==> config.mk <==
export PLATFORM = sky130hd
export DESIGN_NAME = adder_pipe
export DESIGN_NICKNAME = d
export VERILOG_FILES = /design/src/rtl/adder_pkg.sv /design/src/rtl/pipe_stage.sv /design/src/rtl/adder_pipe.sv
export SDC_FILE = /design/constraint.sdc
export NUM_CORES = 1
export LEC_CHECK = 0
export CAP_MARGIN = 0
export CORE_ASPECT_RATIO = 0.9
export CORE_MARGIN = 3
export CORE_UTILIZATION = 35
export CTS_CLUSTER_SIZE = 40
export DETAILED_ROUTE_END_ITERATION = 10
export MAX_ROUTING_LAYER = met4
export SETUP_SLACK_MARGIN = 0.15
export SLEW_MARGIN = 10
export SYNTH_ARGS = -nofsm -noshare
export SYNTH_HDL_FRONTEND = slang
export SYNTH_SLANG_ARGS = --single-unit
==> constraint.sdc <==
create_clock -name clk -period 2.7 [get_ports clk]
set_input_delay 0.675 -clock clk [delete_from_list [all_inputs] [get_ports clk]]
set_output_delay 0.675 -clock clk [all_outputs]
set_load 0.005 [all_outputs]
==> src/rtl/adder_pkg.sv <==
// Shared definitions for the adder pipeline: operation encodings.
package adder_pkg;

  localparam int unsigned MODE_W = 2;

  typedef enum logic [MODE_W-1:0] {
    ADD  = 2'b00,
    SUB  = 2'b01,
    ACC  = 2'b10,
    LOAD = 2'b11
  } adder_mode_t;

endpackage

==> src/rtl/pipe_stage.sv <==
// One valid/ready register slice; accepts a new beat whenever empty or draining.
module pipe_stage #(
  parameter int unsigned DW = 8
) (
  input  logic          clk_i,
  input  logic          rst_i,
  input  logic          in_valid_i,
  input  logic [DW-1:0] in_data_i,
  output logic          in_ready_o,
  output logic          out_valid_o,
  output logic [DW-1:0] out_data_o,
  input  logic          out_ready_i
);

  logic          valid_q, valid_d;
  logic [DW-1:0] data_q, data_d;
  logic          load;

  assign in_ready_o  = !valid_q || out_ready_i;
  assign load        = in_valid_i && in_ready_o;
  assign out_valid_o = valid_q;
  assign out_data_o  = data_q;

  always_comb begin
    valid_d = valid_q;
    data_d  = data_q;
    if (load) begin
      valid_d = 1'b1;
      data_d  = in_data_i;
    end else if (out_ready_i) begin
      valid_d = 1'b0;
    end
  end

  always_ff @(posedge clk_i) begin
    if (rst_i) begin
      valid_q <= 1'b0;
      data_q  <= '0;
    end else begin
      valid_q <= valid_d;
      data_q  <= data_d;
    end
  end

endmodule

==> src/rtl/adder_pipe.sv <==
// Two-stage add/sub/accumulate pipeline with valid/ready handshakes.
// Define ADDER_PIPE_SAT_EN to saturate the result instead of wrapping.
module adder_pipe
  import adder_pkg::*;
#(
  parameter int unsigned WIDTH = 4
) (
  input  logic             clk,
  input  logic             rst,
  input  logic             in_valid,
  output logic             in_ready,
  input  logic [WIDTH-1:0] a,
  input  logic [WIDTH-1:0] b,
  input  logic [1:0]       mode,
  output logic             out_valid,
  input  logic             out_ready,
  output logic [WIDTH-1:0] sum,
  output logic             carry,
  output logic             overflow
);

  localparam int unsigned S1_W = 2 * WIDTH + MODE_W;
  localparam int unsigned S2_W = WIDTH + 2;

  logic [S1_W-1:0]  s1_in, s1_out;
  logic             s1_valid;
  logic [WIDTH-1:0] s1_a, s1_b;
  adder_mode_t      s1_mode;

  logic [S2_W-1:0]  s2_in, s2_out;
  logic             s2_in_ready;
  logic             s2_load;

  logic [WIDTH-1:0] acc_q, acc_d;
  logic [WIDTH-1:0] op_x, op_y;
  logic             cin;
  logic [WIDTH:0]   raw;
  logic [WIDTH-1:0] res_sum;
  logic             res_carry, res_ovf;

  assign s1_in = {a, b, mode};

  pipe_stage #(.DW(S1_W)) u_s1 (
    .clk_i       (clk),
    .rst_i       (rst),
    .in_valid_i  (in_valid),
    .in_data_i   (s1_in),
    .in_ready_o  (in_ready),
    .out_valid_o (s1_valid),
    .out_data_o  (s1_out),
    .out_ready_i (s2_in_ready)
  );

  assign s1_a    = s1_out[S1_W-1 -: WIDTH];
  assign s1_b    = s1_out[MODE_W +: WIDTH];
  assign s1_mode = adder_mode_t'(s1_out[MODE_W-1:0]);
  assign s2_load = s1_valid && s2_in_ready;

  always_comb begin
    op_x = s1_a;
    op_y = s1_b;
    cin  = 1'b0;
    unique case (s1_mode)
      ADD:  ;
      SUB:  begin op_y = ~s1_b; cin = 1'b1; end
      ACC:  begin op_x = acc_q; op_y = s1_a; end
      LOAD: op_y = '0;
    endcase
    raw       = {1'b0, op_x} + {1'b0, op_y} + {{WIDTH{1'b0}}, cin};
    res_sum   = raw[WIDTH-1:0];
    res_carry = raw[WIDTH];
    res_ovf   = (op_x[WIDTH-1] == op_y[WIDTH-1]) && (raw[WIDTH-1] != op_x[WIDTH-1]);
    if (s1_mode == LOAD) begin
      res_carry = 1'b0;
      res_ovf   = 1'b0;
    end
`ifdef ADDER_PIPE_SAT_EN
    // Clamp only the sum; carry/overflow keep reporting the raw condition.
    if ((s1_mode == ADD || s1_mode == ACC) && res_carry) res_sum = '1;
    if (s1_mode == SUB && !res_carry) res_sum = '0;
`endif
  end

  always_comb begin
    acc_d = acc_q;
    if (s2_load && (s1_mode == ACC || s1_mode == LOAD)) acc_d = res_sum;
  end

  always_ff @(posedge clk) begin
    if (rst) acc_q <= '0;
    else     acc_q <= acc_d;
  end

  assign s2_in = {res_sum, res_carry, res_ovf};

  pipe_stage #(.DW(S2_W)) u_s2 (
    .clk_i       (clk),
    .rst_i       (rst),
    .in_valid_i  (s1_valid),
    .in_data_i   (s2_in),
    .in_ready_o  (s2_in_ready),
    .out_valid_o (out_valid),
    .out_data_o  (s2_out),
    .out_ready_i (out_ready)
  );

  assign sum      = s2_out[S2_W-1 -: WIDTH];
  assign carry    = s2_out[1];
  assign overflow = s2_out[0];

endmodule

==> metrics.txt, run 1 <==
outcome complete, no violations; Num CTS Buffers 3; switching part of the total power 0.2680; Worst Path Buf+Inv 0; port bufs 21; Synth top area share 0.3951; skew final 3.631 ps; Power per Cell Area 459.5 nW/µm²; remaining antenna violation count after routing 0; Worst R2R Path Depth 7; Sw Pwr 170.7 µW; Cell Chain, Critical Path xnor2_1 -> o22a_1 -> fa_1 -> fa_1 -> xnor2_1 -> nand3_1 -> a21oi_1; Die Span Y 59.54 µm; LEAKAGE 0.4969 nW; CTS Buffer Depth 2; Mapped Area 1115 µm²; max incr delay on CP 650 ps; multi-input logic area 604.3 µm²; TritonCTS clock tree done; Synth Area in XOR/XNOR 0.05499; WP data required 2950 ps; die footprint 3899 µm²; layout cell share with drive strength beyond 1 0.08725; Residual DRC 0; Comb power frac 0.213; Final Hold Fails 0; later-pin clock latency in the skew report 300 ps; # diodes 0; clk sinks 22; Hold WC Path Type reg2reg; Via Count 926; WP data arrival 2560 ps; kind of end point of the critical path register; Rel. slew slack 0.6415; Die X 65.49 µm; cts hold-fix bufs 0; slowest stage cell, crit path dfxtp_1; mux cell area share after synthesis 0.04265; Area contributors post-synth dfxtp_1 (40%), a21oi_1 (8.5%), nand2_1 (7.1%); DRT Pass-1 Iters 6; H-tree depth 1; Area after DPL 1361 µm²; routability cong. 0.8005; Synth Area in Compound Gates 0.1852; crit path kind reg2reg; row count 18; IO Count 22; min Tclk post-route 2315 ps; worst hold slack 475.4 ps; Synth warnings 0; Tcrit/Tclk final 0.8573; WL/cell 11.62 µm; first-pass GRT wire length 3.732 mm; initial core utilization 0.3867; syn avg cell area 8.642 µm²; internal power component 466.3 µW; Clock transition at path regs 110 ps; Fmax 432.0 MHz; GRT Total Usage 0.1273; hold path cells 1; worst vdd ir 186.7 µV; largest family of logic cells by synthesized area simple AND/OR/NAND/NOR gates; via count of the first global-routing pass 899; Synth area leader dfxtp_1; vias per cell 4.899; register area share after synthesis 0.3951; Synth Area in Simple Gates 0.1897; delay-heaviest family, CP adder cells; Reg power frac 0.558; Worst Path Max Fanout 11; Yosys reg bits 22; Post-Synth Adder-Cell Area 0.06958; Synth Instances 129; Area Growth Syn to Fin 24.35%; initial antenna violation count 0; fill cell count 299; Final setup viols 0; Util after Layout 0.4809; FF+latch area 440.4 µm²; final setup TNS 0 ps; CTS root buf clkbuf_4; Max-Cap Viols 0; worst slew pin tran 536.0 ps; Clock power frac 0.229; r2r setup slk 390 ps; WHS Endpoint u_s2.out_data_o[1]$_SDFFE_PP0P_; Worst Hold Launch u_s2.out_data_o[1]$_SDFFE_PP0P_; Worst R2R End acc_q[2]$_SDFFE_PP0P_; Core Box Area 2883 µm²; syn_nets 148; number of post-CTS setup repair buffers 0; Worst setup SP type register; grt ovf 0; Yosys cell types 30; total routed wirelength 2.197 mm; pin count of the biggest net entering global routing 15; Slew Limit Fails 0; hpwl dp 1.701 mm; Reg-to-Reg Start u_s1.out_data_o[0]$_SDFFE_PP0P_; nets 170; RSZ-0062 raised after global routing no; fin area 1386 µm²; DRT iter0 DRCs 34
[how the worst max path moves through the flow]
stage                                          from               endpoint  slack, ps  depth (start not counted)
finish              u_s1.out_data_o[0]$_SDFFE_PP0P_  acc_q[2]$_SDFFE_PP0P_        390                          7
global route        u_s1.out_data_o[0]$_SDFFE_PP0P_  acc_q[2]$_SDFFE_PP0P_        210                          7
global placement                          out_ready               in_ready        180                          3
floorplan           u_s1.out_data_o[1]$_SDFFE_PP0P_  acc_q[2]$_SDFFE_PP0P_        620                          8
detailed placement                        out_ready               in_ready        190                          3
CTS                                       out_ready               in_ready        180                          3
[per-layer routing]
layer / vias up / wire, µm / GRT usage
met3: 5 / 148 / 0.02467
met5: - / 0 / -
met2: 30 / 944 / 0.2020
met4: 0 / 40 / 0.05325
li1: 483 / - / -
met1: 408 / 1064 / 0.1589
[cell usage in the layout, fill, tap and decap left out, types with 2 or more instances in the layout]
cell type | netlist | layout
a311oi_1 | 2 | 2
nand2b_1 | 3 | 3
clkbuf_4 | 0 | 3
xnor2_1 | 7 | 7
dfxtp_1 | 22 | 22
nand2_1 | 21 | 21
o22ai_1 | 2 | 2
fa_1 | 2 | 2
nand3b_1 | 3 | 3
inv_1 | 5 | 5
nand3_1 | 12 | 12
clkdlybuf4s50_1 | 0 | 20
mux2_2 | 2 | 2
ha_1 | 3 | 3
buf_4 | 0 | 5
nor2_1 | 3 | 3
a21oi_1 | 19 | 19
a211oi_1 | 2 | 2
o31ai_1 | 2 | 2
[power groups by stage]
stage,sequential (mW),combinational [mW],clock (mW)
after floorplan,0.358,0.0911,0
after global placement,0.363,0.132,0
after detailed placement,0.363,0.136,0
after CTS,0.356,0.136,0.150
after global routing,0.359,0.151,0.162
final,0.356,0.136,0.146
[Yosys cell counts, drive strengths merged]
cell / n
dfxtp: 22
nand2: 21
a21oi: 19
nand3: 12
xnor2: 7
buf: 5
inv: 5
clkbuf: 4
ha: 3
mux2: 3
nand2b: 3
nand3b: 3
nor2: 3
a211oi: 2
a311oi: 2
fa: 2
o21ai: 2
o22ai: 2
o31ai: 2
a21o: 1
and2: 1
mux2i: 1
nor2b: 1
o22a: 1
o2bb2ai: 1
o32ai: 1
[area by class of cell]
type | instances | share of cell area
Clock buffer | 3 | 0.01625
Inverter | 5 | 0.01354
Multi-Input combinational cell | 93 | 0.4359
Sequential cell | 22 | 0.3177
Tap cell | 40 | 0.03610
Timing Repair Buffer | 26 | 0.1805
[flip-flops by register name (all words and copies together) (netlist names)]
name	flops
u_s1.out_data_o	10
u_s2.out_valid_o	1
u_s2.out_data_o	6
acc_q	4
u_s1.out_valid_o	1
[kinds of logic (layout without fill, tap and decap cells)]
family	count (synthesis)	count (layout)
muxes	4	4
adders and majority gates	5	5
buffers and inverters	14	34
and+or+nand+nor	44	44
DFF	22	22
xor gates and xnor gates	7	7
AOI/OAI and AO/OA	33	33
[through the flow]
step	instances	power, mW	setup slack (ps)
after global placement	186	0.4951	179.9
after CTS	189	0.6423	175.6
after detailed placement	186	0.4989	185.4
after global routing	189	0.6714	207.7
final	189	0.6370	385.2
after floorplan	129	0.4490	621.5
[what timing repair did]
action / 4_1_cts / 5_1_grt
endpoints found under the hold margin: 0 / 0
gates resized for setup: 0 / 1
endpoints found under the setup margin: 0 / 1
Power figures use the tool's default switching activity.
==> inputs of run 2 (changes only) <==
- SLEW_MARGIN: 10 -> 25
==> results of run 2 <==
The final DEF is identical to that of run 1; final timing and power are the same.
